### config.mk
export PLATFORM = sky130hd
export DESIGN_NAME = multicycle_control_unit
export DESIGN_NICKNAME = d
export VERILOG_FILES = /design/src/rtl/mips_ctrl_pkg.sv /design/src/rtl/opcode_class_decode.sv /design/src/rtl/multicycle_control_unit.sv
export SDC_FILE = /design/constraint.sdc
export NUM_CORES = 1
export LEC_CHECK = 0
export CAP_MARGIN = 5
export CORE_MARGIN = 3
export CORE_UTILIZATION = 25
export DETAILED_ROUTE_END_ITERATION = 7
export SLEW_MARGIN = 20
export SYNTH_ARGS = -nofsm -noshare
export SYNTH_HDL_FRONTEND = slang
export SYNTH_SLANG_ARGS = --single-unit
export TNS_END_PERCENT = 50
### constraint.sdc
create_clock -name clk -period 1.7 [get_ports clk]
set_input_delay 0.34 -clock clk [delete_from_list [all_inputs] [get_ports clk]]
set_output_delay 0.34 -clock clk [all_outputs]
set_load 0.005 [all_outputs]
### src/rtl/mips_ctrl_pkg.sv
// Purpose: shared opcodes, FSM state encoding, ALU op codes and datapath mux
//          select encodings for the multi-cycle MIPS control unit.
// Ports:   none (package).
package mips_ctrl_pkg;

  localparam int unsigned OPCODE_W = 6;
  localparam int unsigned STATE_W  = 4;

  localparam logic [OPCODE_W-1:0] OP_R    = 6'h00;
  localparam logic [OPCODE_W-1:0] OP_J    = 6'h02;
  localparam logic [OPCODE_W-1:0] OP_JAL  = 6'h03;
  localparam logic [OPCODE_W-1:0] OP_BEQ  = 6'h04;
  localparam logic [OPCODE_W-1:0] OP_BNE  = 6'h05;
  localparam logic [OPCODE_W-1:0] OP_ADDI = 6'h08;
  localparam logic [OPCODE_W-1:0] OP_SLTI = 6'h0A;
  localparam logic [OPCODE_W-1:0] OP_ANDI = 6'h0C;
  localparam logic [OPCODE_W-1:0] OP_ORI  = 6'h0D;
  localparam logic [OPCODE_W-1:0] OP_XORI = 6'h0E;
  localparam logic [OPCODE_W-1:0] OP_LUI  = 6'h0F;
  localparam logic [OPCODE_W-1:0] OP_LW   = 6'h23;
  localparam logic [OPCODE_W-1:0] OP_SW   = 6'h2B;

  typedef enum logic [STATE_W-1:0] {
    S_FETCH    = 4'd0,
    S_DECODE   = 4'd1,
    S_MEM_ADDR = 4'd2,
    S_MEM_RD   = 4'd3,
    S_MEM_WB   = 4'd4,
    S_MEM_WR   = 4'd5,
    S_EXEC_R   = 4'd6,
    S_R_WB     = 4'd7,
    S_EXEC_I   = 4'd8,
    S_I_WB     = 4'd9,
    S_BRANCH   = 4'd10,
    S_JUMP     = 4'd11,
    S_ILLEGAL  = 4'd12
  } state_t;

  typedef enum logic [2:0] {
    CLS_LW, CLS_SW, CLS_R, CLS_I, CLS_BR, CLS_J, CLS_ILL
  } op_class_t;

  localparam logic [2:0] ALU_ADD   = 3'b000;
  localparam logic [2:0] ALU_SUB   = 3'b001;
  localparam logic [2:0] ALU_RTYPE = 3'b010;
  localparam logic [2:0] ALU_ITYPE = 3'b011;

  localparam logic [1:0] RD_RT = 2'b00;
  localparam logic [1:0] RD_RD = 2'b01;
  localparam logic [1:0] RD_RA = 2'b10;

  localparam logic [1:0] M2R_ALU = 2'b00;
  localparam logic [1:0] M2R_MDR = 2'b01;
  localparam logic [1:0] M2R_PC  = 2'b10;

  localparam logic [1:0] SRCB_B       = 2'b00;
  localparam logic [1:0] SRCB_4       = 2'b01;
  localparam logic [1:0] SRCB_IMM     = 2'b10;
  localparam logic [1:0] SRCB_IMM_SH2 = 2'b11;

  localparam logic [1:0] PCS_ALU    = 2'b00;
  localparam logic [1:0] PCS_ALUOUT = 2'b01;
  localparam logic [1:0] PCS_JUMP   = 2'b10;

endpackage

### src/rtl/opcode_class_decode.sv
// Purpose: combinational opcode classifier for the multi-cycle control unit.
// Ports:   i_opcode  - IR[31:26]
//          o_class   - instruction class (lw/sw/R/I/branch/jump/illegal)
//          o_is_bne  - opcode is bne
//          o_is_jal  - opcode is jal
//          o_is_addi - opcode is addi (ALU add instead of opcode decode)
//          o_legal   - opcode is implemented
module opcode_class_decode
  import mips_ctrl_pkg::*;
(
  input  logic [OPCODE_W-1:0] i_opcode,
  output op_class_t           o_class,
  output logic                o_is_bne,
  output logic                o_is_jal,
  output logic                o_is_addi,
  output logic                o_legal
);

  always_comb begin
    o_class   = CLS_ILL;
    o_is_bne  = (i_opcode == OP_BNE);
    o_is_jal  = (i_opcode == OP_JAL);
    o_is_addi = (i_opcode == OP_ADDI);
    case (i_opcode)
      OP_LW:                                   o_class = CLS_LW;
      OP_SW:                                   o_class = CLS_SW;
      OP_R:                                    o_class = CLS_R;
      OP_ADDI, OP_SLTI, OP_ANDI, OP_ORI,
      OP_XORI, OP_LUI:                         o_class = CLS_I;
      OP_BEQ, OP_BNE:                          o_class = CLS_BR;
      OP_J, OP_JAL:                            o_class = CLS_J;
      default:                                 o_class = CLS_ILL;
    endcase
    o_legal = (o_class != CLS_ILL);
  end

endmodule

### src/rtl/multicycle_control_unit.sv
// Purpose: Moore FSM sequencing MIPS instructions through fetch/decode/execute/
//          memory/writeback over a shared memory and single ALU.
// Ports:   clk, rst (sync, active-high), opcode (IR[31:26]), mem_ready;
//          datapath controls pc_write, pc_write_cond, pc_write_cond_ne, i_or_d,
//          mem_read, mem_write, ir_write, reg_dst, mem_to_reg, reg_write,
//          alu_src_a, alu_src_b, alu_op, pc_source; illegal_op trap pulse;
//          state_o debug view of the current state.
module multicycle_control_unit
  import mips_ctrl_pkg::*;
#(
  parameter bit          HANDSHAKE = 1'b1,
  parameter int unsigned ALU_OP_W  = 3
) (
  input  logic                clk,
  input  logic                rst,
  input  logic [OPCODE_W-1:0] opcode,
  input  logic                mem_ready,
  output logic                pc_write,
  output logic                pc_write_cond,
  output logic                pc_write_cond_ne,
  output logic                i_or_d,
  output logic                mem_read,
  output logic                mem_write,
  output logic                ir_write,
  output logic [1:0]          reg_dst,
  output logic [1:0]          mem_to_reg,
  output logic                reg_write,
  output logic                alu_src_a,
  output logic [1:0]          alu_src_b,
  output logic [ALU_OP_W-1:0] alu_op,
  output logic [1:0]          pc_source,
  output logic                illegal_op,
  output logic [STATE_W-1:0]  state_o
);

  state_t    r_state, w_next;
  op_class_t w_class, r_class;
  logic      w_is_bne, w_is_jal, w_is_addi, w_legal;
  logic      r_is_bne, r_is_jal, r_is_addi;
  logic      w_ready;

  // Without a handshake the memory always completes in one cycle.
  assign w_ready = HANDSHAKE ? mem_ready : 1'b1;

  opcode_class_decode u_dec (
    .i_opcode  (opcode),
    .o_class   (w_class),
    .o_is_bne  (w_is_bne),
    .o_is_jal  (w_is_jal),
    .o_is_addi (w_is_addi),
    .o_legal   (w_legal)
  );

  // State register; opcode class is captured once in DECODE.
  always_ff @(posedge clk) begin
    if (rst) begin
      r_state   <= S_FETCH;
      r_class   <= CLS_ILL;
      r_is_bne  <= 1'b0;
      r_is_jal  <= 1'b0;
      r_is_addi <= 1'b0;
    end else begin
      r_state <= w_next;
      if (r_state == S_DECODE) begin
        r_class   <= w_class;
        r_is_bne  <= w_is_bne;
        r_is_jal  <= w_is_jal;
        r_is_addi <= w_is_addi;
      end
    end
  end

  // Next-state logic.
  always_comb begin
    w_next = r_state;
    case (r_state)
      S_FETCH:    if (w_ready) w_next = S_DECODE;
      S_DECODE: begin
        if (!w_legal) begin
          w_next = S_ILLEGAL;
        end else begin
          case (w_class)
            CLS_LW, CLS_SW: w_next = S_MEM_ADDR;
            CLS_R:          w_next = S_EXEC_R;
            CLS_I:          w_next = S_EXEC_I;
            CLS_BR:         w_next = S_BRANCH;
            CLS_J:          w_next = S_JUMP;
            default:        w_next = S_ILLEGAL;
          endcase
        end
      end
      S_MEM_ADDR: w_next = (r_class == CLS_SW) ? S_MEM_WR : S_MEM_RD;
      S_MEM_RD:   if (w_ready) w_next = S_MEM_WB;
      S_MEM_WR:   if (w_ready) w_next = S_FETCH;
      S_EXEC_R:   w_next = S_R_WB;
      S_EXEC_I:   w_next = S_I_WB;
      default:    w_next = S_FETCH;
    endcase
  end

  // Output logic; reset blanks every output so no partial write escapes.
  always_comb begin
    pc_write         = 1'b0;
    pc_write_cond    = 1'b0;
    pc_write_cond_ne = 1'b0;
    i_or_d           = 1'b0;
    mem_read         = 1'b0;
    mem_write        = 1'b0;
    ir_write         = 1'b0;
    reg_dst          = RD_RT;
    mem_to_reg       = M2R_ALU;
    reg_write        = 1'b0;
    alu_src_a        = 1'b0;
    alu_src_b        = SRCB_B;
    alu_op           = ALU_OP_W'(ALU_ADD);
    pc_source        = PCS_ALU;
    illegal_op       = 1'b0;
    state_o          = '0;
    if (!rst) begin
      state_o = STATE_W'(r_state);
      case (r_state)
        S_FETCH: begin
          mem_read  = 1'b1;
          alu_src_b = SRCB_4;
          ir_write  = w_ready;
          pc_write  = w_ready;
        end
        S_DECODE:   alu_src_b = SRCB_IMM_SH2;
        S_MEM_ADDR: begin
          alu_src_a = 1'b1;
          alu_src_b = SRCB_IMM;
        end
        S_MEM_RD: begin
          mem_read = 1'b1;
          i_or_d   = 1'b1;
        end
        S_MEM_WB: begin
          reg_write  = 1'b1;
          mem_to_reg = M2R_MDR;
        end
        S_MEM_WR: begin
          mem_write = 1'b1;
          i_or_d    = 1'b1;
        end
        S_EXEC_R: begin
          alu_src_a = 1'b1;
          alu_op    = ALU_OP_W'(ALU_RTYPE);
        end
        S_R_WB: begin
          reg_write = 1'b1;
          reg_dst   = RD_RD;
        end
        S_EXEC_I: begin
          alu_src_a = 1'b1;
          alu_src_b = SRCB_IMM;
          alu_op    = r_is_addi ? ALU_OP_W'(ALU_ADD) : ALU_OP_W'(ALU_ITYPE);
        end
        S_I_WB:     reg_write = 1'b1;
        S_BRANCH: begin
          alu_src_a        = 1'b1;
          alu_op           = ALU_OP_W'(ALU_SUB);
          pc_source        = PCS_ALUOUT;
          pc_write_cond    = !r_is_bne;
          pc_write_cond_ne = r_is_bne;
        end
        S_JUMP: begin
          pc_write  = 1'b1;
          pc_source = PCS_JUMP;
          if (r_is_jal) begin
            reg_write  = 1'b1;
            reg_dst    = RD_RA;
            mem_to_reg = M2R_PC;
          end
        end
        S_ILLEGAL:  illegal_op = 1'b1;
        default:    ;
      endcase
    end
  end

endmodule
==> PnR_summary.wiki, run 1 <==
{| class="wikitable"
! Metric !! Value
|-
| Global-route usage over all layers || 15.75%
|-
| Antenna diode instance count || 0
|-
| Final wirelength || 3.552 mm
|-
| Clock transition time at the flip-flop clock pins of the worst setup and hold paths || 50 ps
|-
| Total grt overflow || 0
|-
| IO Count || 34
|-
| Cell with the largest stage delay on the worst path || sky130_fd_sc_hd__dfxtp_4
|-
| Number of buffers inserted during clock tree synthesis || 3
|-
| First drt pass iteration count || 6
|-
| Critical Path RT || 1360 ps
|-
| Asr flop ratio synth || 0%
|-
| Routed WL per cell || 13.66 um
|-
| Via/cell ratio || 4.996
|-
| Final hold violations || 0
|-
| IR Drop Worst-Case VDD || 0.0002746 V
|-
| DRC marker count from the first detailed-route iteration || 55
|-
| Wire length of the first global-routing pass || 5.520 mm
|-
| Skew-Pair Late Insertion Delay || 230 ps
|-
| Highest achievable clock rate || 547.2 MHz
|-
| Area overhead of the layout relative to synthesis || 115.9%
|-
| Slowest stage delay, CP || 370 ps
|-
| Floorplan core area || 3442 um^2
|-
| Via count || 1299
|-
| Kind of end point of the critical path || primary output
|-
| Shortest period the worst path allows || 1828 ps
|-
| Count of maximum capacitance violations || 0
|-
| Synthesized instance count || 129
|-
| Clock sink total || 10
|-
| Final layout net count || 225
|-
| List of cells traversed by the critical path || buf_4 -> buf_6 -> nor4_4 -> buf_4 -> buf_4 -> buf_6
|-
| Flip-flop cell with the highest count after synthesis || sky130_fd_sc_hd__dfxtp_1
|-
| Die height || 66.86 um
|-
| Peak fanout along the critical path || 6
|-
| Worst path arrival time || 1490 ps
|-
| Post-Syn Area per Cell || 7.177 um^2
|-
| Sequential element share of the synthesized area || 21.62%
|-
| Total number of yosys warnings || 0
|-
| Result of the run || finished, violations left
|-
| Vias in the first global route || 1246
|-
| Number of antenna violations at the first check in global routing || 0
|-
| Most used cell along the critical path || sky130_fd_sc_hd__buf_4
|-
| FF-to-FF setup slack || 30 ps
|-
| Met1 Resource Use GR || 18.79%
|-
| Share of final-layout standard cells stronger than drive strength 1 || 57.94%
|-
| Startpoint type of the worst setup path || flop
|-
| Max H-tree Level || 1
|-
| Bufs on Longest Clock Path || 2
|-
| Final Util || 58.09%
|-
| Busiest grt layer || met2
|-
| Count of final max-slew check failures || 0
|-
| Effective utilization at floorplan || 26.90%
|-
| Setup repair after global routing missed its margin || yes
|-
| Met2 track demand over resource in global routing || 27.72%
|-
| Critical path type || reg -> out
|-
| Clock Skews || 2.165 ps
|-
| Final weighted congestion in routability-driven placement || 0.8927
|-
| Number of enable flip-flop cells after synthesis || 0
|-
| Buffers added on ports || 32
|-
| Floorplan die width || 66.86 um
|-
| Ranking of synthesized cells by area || sky130_fd_sc_hd__dfxtp_1 (22%), sky130_fd_sc_hd__nor2_1 (5.7%), sky130_fd_sc_hd__nor4_1 (5.4%)
|-
| Violations in the final reports || negative setup slack
|-
| Placed wire-length estimate || 2.436 mm
|-
| Multi-input gate area in the final layout || 849.6 um^2
|-
| Power per cell area || 524.4 nW/um^2
|-
| Final Setup Violations || 9
|-
| Count of unresolved DRC violations after routing || 0
|-
| Final worst-path setup slack || -127.6 ps
|-
| Hold bufs inserted after CTS || 0
|-
| Sequential Area || 215.2 um^2
|-
| Buffers & Inverters on Critical Path || 5
|-
| Class of the tightest hold or removal check || reg -> reg
|-
| Most common cell in the netlist || sky130_fd_sc_hd__nor2_1
|-
| Final worst-path cycle share || 107.5%
|-
| Synthesized flop and latch total || 10
|-
| Final-layout fill cell count || 315
|-
| Root Buffer Master || sky130_fd_sc_hd__clkbuf_8
|-
| Overall die area || 4470 um^2
|-
| Unique cell type count in the Yosys netlist || 46
|-
| Place WS || -687.0 ps
|-
| TritonCTS clock tree || built
|-
| Critical path's top delay family || buffers and inverters
|-
| Fin Hold WS || 462.9 ps
|-
| Floorplan row count || 21
|-
| Netlist area before placement || 925.9 um^2
|-
| Portion of synthesized cell area occupied by the leading cell type || 21.62%
|-
| Met3 Use GR || 2.361%
|-
| Antenna Violating Nets Remaining || 0
|-
| Total design power || 0.001049 W
|-
| Post-Syn Nets || 139
|-
| Library cell occupying the most area in the post-synthesis netlist || sky130_fd_sc_hd__dfxtp_1
|-
| Static leakage power || 0.9089 nW
|-
| Maximum number of pins on one net before global-route repair || 22
|-
| Most frequent cells after synthesis || sky130_fd_sc_hd__nor2_1 (14), sky130_fd_sc_hd__dfxtp_1 (10), sky130_fd_sc_hd__inv_1 (9), sky130_fd_sc_hd__nand2_1 (9), sky130_fd_sc_hd__nor4_1 (8)
|}
[stage by stage]
stage                     setup TNS (ps)  area [um^2]  std cells
after floorplan                        0        925.9        129
after CTS                          -1341         1790        251
after global routing               -1776         1999        260
after detailed placement          -12190         1574        240
after global placement            -11930         1574        240
final                             -642.3         1999        260
[final timing paths]
| check | startpoint | endpoint | cells past startpoint |
|---|---|---|---|
| worst max register to register | r_state[1]$_SDFFE_PP0P_ | r_is_bne$_SDFFE_PP0P_ | 6 |
| worst max-delay path | r_state[3]$_SDFFE_PP0P_ | ir_write | 6 |
| worst min-delay path | r_class[2]$_SDFFE_PP1P_ | r_class[2]$_SDFFE_PP1P_ | 1 |
| worst min register to register | r_class[2]$_SDFFE_PP1P_ | r_class[2]$_SDFFE_PP1P_ | 1 |
[where the power goes]
part,switching [W],internal [W],leakage [nW]
combinational,0.000222,0.000262,0.796
sequential,0.0000209,0.000249,0.0843
clock,0.0000910,0.000203,0.0288
[layout make-up]
type	instances	share of cell area, %
clock buffers	4	2.753
inverters	9	2.065
multi-input cells	99	42.49
flip-flops and latches	10	10.76
well taps	46	2.879
repair buffers	92	39.05
[per-layer routing]
metal | share of wire (%) | routed length, um | up-vias
met4 | 1.7 | 61 | 0
li1 | - | - | 638
met5 | 0 | 0 | -
met2 | 51 | 1805 | 42
met1 | 42 | 1486 | 611
met3 | 5.6 | 198 | 8
[sequential cells by signal, indices dropped and copies added (netlist names)]
register,count
r_is_jal,1
r_class,3
r_state,4
r_is_addi,1
r_is_bne,1
[cells in the final DEF, fill, tap and decap left out, types with 3 or more instances in the layout]
cell and instances:
sky130_fd_sc_hd__buf_4 46, sky130_fd_sc_hd__buf_6 18, sky130_fd_sc_hd__nor2_1 11, sky130_fd_sc_hd__buf_2 7, sky130_fd_sc_hd__nand2_1 6, sky130_fd_sc_hd__dfxtp_1 6
sky130_fd_sc_hd__inv_1 5, sky130_fd_sc_hd__a21oi_1 5, sky130_fd_sc_hd__clkbuf_2 5, sky130_fd_sc_hd__nor4_4 4, sky130_fd_sc_hd__clkbuf_8 4, sky130_fd_sc_hd__clkdlybuf4s50_1 4
sky130_fd_sc_hd__dlymetal6s2s_1 4, sky130_fd_sc_hd__dfxtp_4 4, sky130_fd_sc_hd__inv_2 3, sky130_fd_sc_hd__nand2_2 3, sky130_fd_sc_hd__nor2_4 3, sky130_fd_sc_hd__nor4_2 3
sky130_fd_sc_hd__nor3_1 3, sky130_fd_sc_hd__nor3_4 3, sky130_fd_sc_hd__a211o_1 3, sky130_fd_sc_hd__o21ai_0 3, sky130_fd_sc_hd__a21o_1 3, sky130_fd_sc_hd__dlygate4sd2_1 3
sky130_fd_sc_hd__clkdlybuf4s15_1 3
[worst reg2reg max path, cell delays in order, from the launching register on]
cell and delay (ps):
sky130_fd_sc_hd__dfxtp_4 360, sky130_fd_sc_hd__buf_6 120, sky130_fd_sc_hd__nand2b_4 130, sky130_fd_sc_hd__or3_4 440
sky130_fd_sc_hd__nor4_4 320, sky130_fd_sc_hd__nand4b_1 120, sky130_fd_sc_hd__a21oi_1 120
[cells by family (layout without fill, tap and decap cells)]
group / Yosys count / after routing / share of synthesized area (%)
AOI/OAI and AO/OA: 33 / 33 / 24.46
DFF: 10 / 10 / 21.62
buffers and inverters: 20 / 105 / 10.13
xor gates and xnor gates: 2 / 2 / 1.892
adders and majority gates: 1 / 1 / 1.351
muxes: 1 / 1 / 1.081
other: 1 / 1 / 0.4050
and+or+nand+nor: 61 / 61 / 39.06
[what timing repair did]
action | CTS | global route
resized for setup | 106 | 48
pin swaps | 9 | 20
setup buffers | 7 | 10
setup endpoints to repair | 32 | 28
cloned | 0 | 0
Power figures use the tool's default switching activity.
==> run 2: changes to the inputs <==
--- a/config.mk
+++ b/config.mk
@@ -7,8 +7,9 @@
 export LEC_CHECK = 0
 export CAP_MARGIN = 5
 export CORE_MARGIN = 3
-export CORE_UTILIZATION = 25
+export CORE_UTILIZATION = 44
 export DETAILED_ROUTE_END_ITERATION = 7
+export PLACE_DENSITY = 0.79
 export SLEW_MARGIN = 20
 export SYNTH_ARGS = -nofsm -noshare
 export SYNTH_HDL_FRONTEND = slang
==> run 2 against run 1 <==
  * The run now fails in global routing
  * Area after synthesis unchanged
  * Synthesized cell count unchanged
==> PnR_summary.wiki, run 2 <==
{| class="wikitable"
! Metric !! Value
|-
| Buffers added on ports || 32 (unchanged)
|-
| Portion of synthesized cell area occupied by the leading cell type || 21.62% (unchanged)
|-
| Maximum number of pins on one net before global-route repair || 15
|-
| Asr flop ratio synth || 0% (unchanged)
|-
| Max H-tree Level || 1 (unchanged)
|-
| Placed cell count || 222 (-7.5%)
|-
| Type of the worst endpoint after the last repair || primary output
|-
| Number of enable flip-flop cells after synthesis || 0 (unchanged)
|-
| Sequential element share of the synthesized area || 21.62% (unchanged)
|-
| Hold bufs inserted after CTS || 0 (unchanged)
|-
| Most common cell in the netlist || sky130_fd_sc_hd__nor2_1
|-
| Stage reached || global routing
|-
| Floorplan die width || 51.87 um (-22%)
|-
| Bufs on Longest Clock Path || 2 (unchanged)
|-
| Root Buffer Master || sky130_fd_sc_hd__clkbuf_4
|-
| Post-Syn Area per Cell || 7.177 um^2 (unchanged)
|-
| Floorplan row count || 15 (-29%)
|-
| Run-stopping error || [ERROR DPL-0038] Utilization greater than 100%, impossible to legalize
|-
| Result of the run || aborted with a tool error
|-
| Clock sink total || 10 (unchanged)
|-
| Die height || 51.87 um (-22%)
|-
| Synthesized flop and latch total || 10 (unchanged)
|-
| Netlist area before placement || 925.9 um^2 (unchanged)
|-
| Flip-flop cell with the highest count after synthesis || sky130_fd_sc_hd__dfxtp_1
|-
| Post-Syn Nets || 139 (unchanged)
|-
| Pin ending the worst setup path after global-route repair || reg_dst[1]
|-
| Library cell occupying the most area in the post-synthesis netlist || sky130_fd_sc_hd__dfxtp_1
|-
| Unique cell type count in the Yosys netlist || 46 (unchanged)
|-
| IO Count || 34 (unchanged)
|-
| Total number of yosys warnings || 0 (unchanged)
|-
| Final weighted congestion in routability-driven placement || 0.8997 (+0.78%)
|-
| Synthesized instance count || 129 (unchanged)
|-
| Most frequent cells after synthesis || sky130_fd_sc_hd__nor2_1 (14), sky130_fd_sc_hd__dfxtp_1 (10), sky130_fd_sc_hd__inv_1 (9), sky130_fd_sc_hd__nand2_1 (9), sky130_fd_sc_hd__nor4_1 (8)
|-
| Ranking of synthesized cells by area || sky130_fd_sc_hd__dfxtp_1 (22%), sky130_fd_sc_hd__nor2_1 (5.7%), sky130_fd_sc_hd__nor4_1 (5.4%)
|-
| DP Area || 1583 um^2 (+0.56%)
|-
| Effective utilization at floorplan || 49.83% (+23 points)
|-
| Placed wire-length estimate || 2.518 mm (+3.4%)
|-
| Number of buffers inserted during clock tree synthesis || 3 (unchanged)
|}
[run 2: cell counts after synthesis]
Identical to the previous run, type by type.
[run 2: cells by family after synthesis]
group | after synthesis | share of synthesized area (%)
AO/OA/AOI/OAI | 33 | 24.46
XOR/XNOR | 2 | 1.892
adder cells (fa/ha/maj) | 1 | 1.351
buffers and inverters | 20 | 10.13
flip-flops | 10 | 21.62
multiplexers | 1 | 1.081
other | 1 | 0.4050
AND/OR/NAND/NOR | 61 | 39.06
[run 2: timing repair]
| action | in CTS |
|---|---|
| pin swaps | 17 |
| endpoints found under the setup margin | 29 |
| buffers inserted | 7 |
| resized for setup | 126 |
[run 2: stage by stage]
stage	TNS, ps	setup WS [ps]	util, %	hold slack (ps)
global placement	-10940	-605.8	85.19	444.8
detailed placement	-12100	-672.1	85.19	460.3
CTS	-1551	-182.2	96.63	473.7
floorplan	0	166.8	-	431.5
==> run 3: changes to the inputs <==
--- a/config.mk
+++ b/config.mk
@@ -6,10 +6,10 @@
 export NUM_CORES = 1
 export LEC_CHECK = 0
 export CAP_MARGIN = 5
-export CORE_MARGIN = 3
-export CORE_UTILIZATION = 44
+export CORE_AREA = 3 3 64 66
 export DETAILED_ROUTE_END_ITERATION = 7
-export PLACE_DENSITY = 0.79
+export DIE_AREA = 0 0 67 69
+export PLACE_DENSITY_LB_ADDON = 0.15
 export SLEW_MARGIN = 20
 export SYNTH_ARGS = -nofsm -noshare
 export SYNTH_HDL_FRONTEND = slang
==> run 3 against run 2 <==
  * The flow now finishes, with violations (negative setup slack)
==> PnR_summary.wiki, run 3 (synthesis gave the netlist of run 1 again) <==
{| class="wikitable"
! Metric !! Value
|-
| Capture point of the worst path || reg_write
|-
| Max H-tree Level || 1 (unchanged)
|-
| Result of the run || finished, violations left
|-
| Maximum number of pins on one net before global-route repair || 15
|-
| Skew-Pair Late Insertion Delay || 230 ps
|-
| FF-to-FF setup slack || -40 ps
|-
| Non-filler cells, final || 266
|-
| Largest registers || r_state (4), r_class (3)
|-
| TritonCTS clock tree || built
|-
| First drt pass iteration count || 4
|-
| Slowest stage delay, CP || 360 ps
|-
| Floorplan core area || 3633 um^2
|-
| Number of flip-flops in the largest register || 4
|-
| DRC marker count from the first detailed-route iteration || 57
|-
| Startpoint type of the worst setup path || flop
|-
| Buffers added on ports || 32 (unchanged)
|-
| Most common cell after layout, fill and taps aside || sky130_fd_sc_hd__buf_4
|-
| Final Setup Violations || 14
|-
| Count of final max-slew check failures || 0
|-
| Root Buffer Master || sky130_fd_sc_hd__clkbuf_8
|-
| Number of antenna violations at the first check in global routing || 0
|-
| Depth of the most critical reg-to-reg path || 6
|-
| Shortest period the worst path allows || 1786 ps
|-
| Clock Skews || 0.4163 ps
|-
| Launching element of the worst setup path || r_state[3]$_SDFFE_PP0P_
|-
| Critical Path RT || 1360 ps
|-
| Effective utilization at floorplan || 25.48% (-24 points)
|-
| Final worst-path setup slack || -85.63 ps
|-
| Kind of end point of the critical path || primary output
|-
| Buffers & Inverters on Critical Path || 3
|-
| Routed WL per cell || 12.26 um
|-
| Overall die area || 4623 um^2
|-
| Hold bufs inserted after CTS || 0 (unchanged)
|-
| Total design power || 0.001032 W
|-
| Final worst-path cycle share || 105.0%
|-
| Violations in the final reports || negative setup slack
|-
| Antenna Violating Nets Remaining || 0
|-
| Cell depth of the worst setup path || 8
|-
| Via count || 1262
|-
| Worst flop-to-flop path startpoint || r_state[1]$_SDFFE_PP0P_
|-
| Final Util || 54.89%
|-
| Vias in the first global route || 1226
|-
| Worst path arrival time || 1450 ps
|-
| IO Count || 34 (unchanged)
|-
| Total grt overflow || 0
|-
| Floorplan die width || 67 um (+29%)
|-
| Critical path type || reg -> out
|-
| Class of the tightest hold or removal check || reg -> reg
|-
| DP Area || 1622 um^2 (+2.5%)
|-
| Commonest cells after routing, fill and taps aside || sky130_fd_sc_hd__buf_4 (53), sky130_fd_sc_hd__buf_2 (13), sky130_fd_sc_hd__buf_6 (12)
|-
| Count of unresolved DRC violations after routing || 0
|-
| Final hold violations || 0
|-
| Share of final-layout standard cells stronger than drive strength 1 || 57.34%
|-
| Largest Register || r_state
|-
| Count of maximum capacitance violations || 0
|-
| Worst reg2reg path endpoint || r_state[2]$_SDFFE_PP0P_
|-
| Final weighted congestion in routability-driven placement || 0.7942 (-12%)
|-
| Clock transition time at the flip-flop clock pins of the worst setup and hold paths || 50 ps
|-
| List of cells traversed by the critical path || buf_4 -> buf_4 -> nor2b_4 -> nand2_2 -> o21ai_2 -> a22oi_1 -> nor2_1 -> buf_2
|-
| Wire length of the first global-routing pass || 5.444 mm
|-
| Final instance area || 1994 um^2
|-
| Cell with the largest stage delay on the worst path || sky130_fd_sc_hd__dfxtp_4
|-
| Global-route usage over all layers || 14.57%
|-
| Placed cell count || 248 (+12%)
|-
| Antenna diode instance count || 0
|-
| Highest achievable clock rate || 560.0 MHz
|-
| Die height || 69 um (+33%)
|-
| Power per cell area || 517.2 nW/um^2
|-
| Bufs on Longest Clock Path || 2 (unchanged)
|-
| Setup repair after global routing missed its margin || yes
|-
| Peak fanout along the critical path || 6
|-
| IR Drop Worst-Case VDD || 0.0004285 V
|-
| Via/cell ratio || 4.744
|-
| Most used cell along the critical path || sky130_fd_sc_hd__buf_4
|-
| Final wirelength || 3.260 mm
|-
| Floorplan row count || 22 (+7)
|-
| Number of buffers inserted during clock tree synthesis || 3 (unchanged)
|-
| Final layout net count || 229
|-
| Place WS || -595.3 ps (+76.81 ps)
|-
| Area overhead of the layout relative to synthesis || 115.4%
|-
| Static leakage power || 0.8965 nW
|-
| Critical path's top delay family || buffers and inverters
|-
| Clock sink total || 10 (unchanged)
|-
| Placed wire-length estimate || 2.474 mm (-1.7%)
|}
==> run 3: worst min-delay path by stage <==
stage	slack, ps	cells past startpoint	from	end
3_5_place_dp	450	2	r_class[0]$_SDFFE_PP0P_	r_class[0]$_SDFFE_PP0P_
3_3_place_gp	450	1	r_class[1]$_SDFFE_PP1P_	r_class[1]$_SDFFE_PP1P_
6_report	450	2	r_class[0]$_SDFFE_PP0P_	r_class[0]$_SDFFE_PP0P_
4_1_cts	460	2	r_class[0]$_SDFFE_PP0P_	r_class[0]$_SDFFE_PP0P_
2_1_floorplan	430	2	r_class[0]$_SDFFE_PP0P_	r_class[0]$_SDFFE_PP0P_
5_1_grt	480	2	r_class[0]$_SDFFE_PP0P_	r_class[0]$_SDFFE_PP0P_
==> run 3: worst reg2reg max path: cells and delay by family, from the launching register on <==
kind / cells / cell delay [ps]
AO/OA/AOI/OAI: 2 / 250
buffers and inverters: 1 / 140
flip-flops: 1 / 350
AND/OR/NAND/NOR: 3 / 910
==> run 3: layout make-up <==
cell class	count	area (um^2)
inverter	9	36.28
clock buffer	4	55.05
sequential	10	215.2
fill	350	1639
timing repair buffer	96	775.7
tap	48	60.06
multi-input combinational	99	852.1
==> run 3: layer usage <==
layer	GRT usage, %	up-vias	wire (um)
met2	24.67	32	1664
met4	4.730	0	41
met3	1.629	4	156
li1	-	647	-
met5	0	-	0
met1	18.72	579	1397
==> run 3: power breakdown <==
group / internal [W] / switching (W) / total [W]
Clock: 0.000203 / 0.0000910 / 0.000294
Sequential: 0.000249 / 0.0000164 / 0.000266
Combinational: 0.000257 / 0.000214 / 0.000472
==> run 3: metrics by stage <==
step,setup TNS (ps),hold WS [ps]
final,-562.2,452.7
after global routing,-2118,480.2
after CTS,-807.6,455.8
after detailed placement,-12640,447.6
after global placement,-12660,446.0
after floorplan,0,431.5
==> run 3: repair_timing <==
item	CTS	global route
gates resized for setup	126	28
endpoints found under the setup margin	30	23
gates cloned	0	0
setup buffers	12	3
pin swaps	6	10
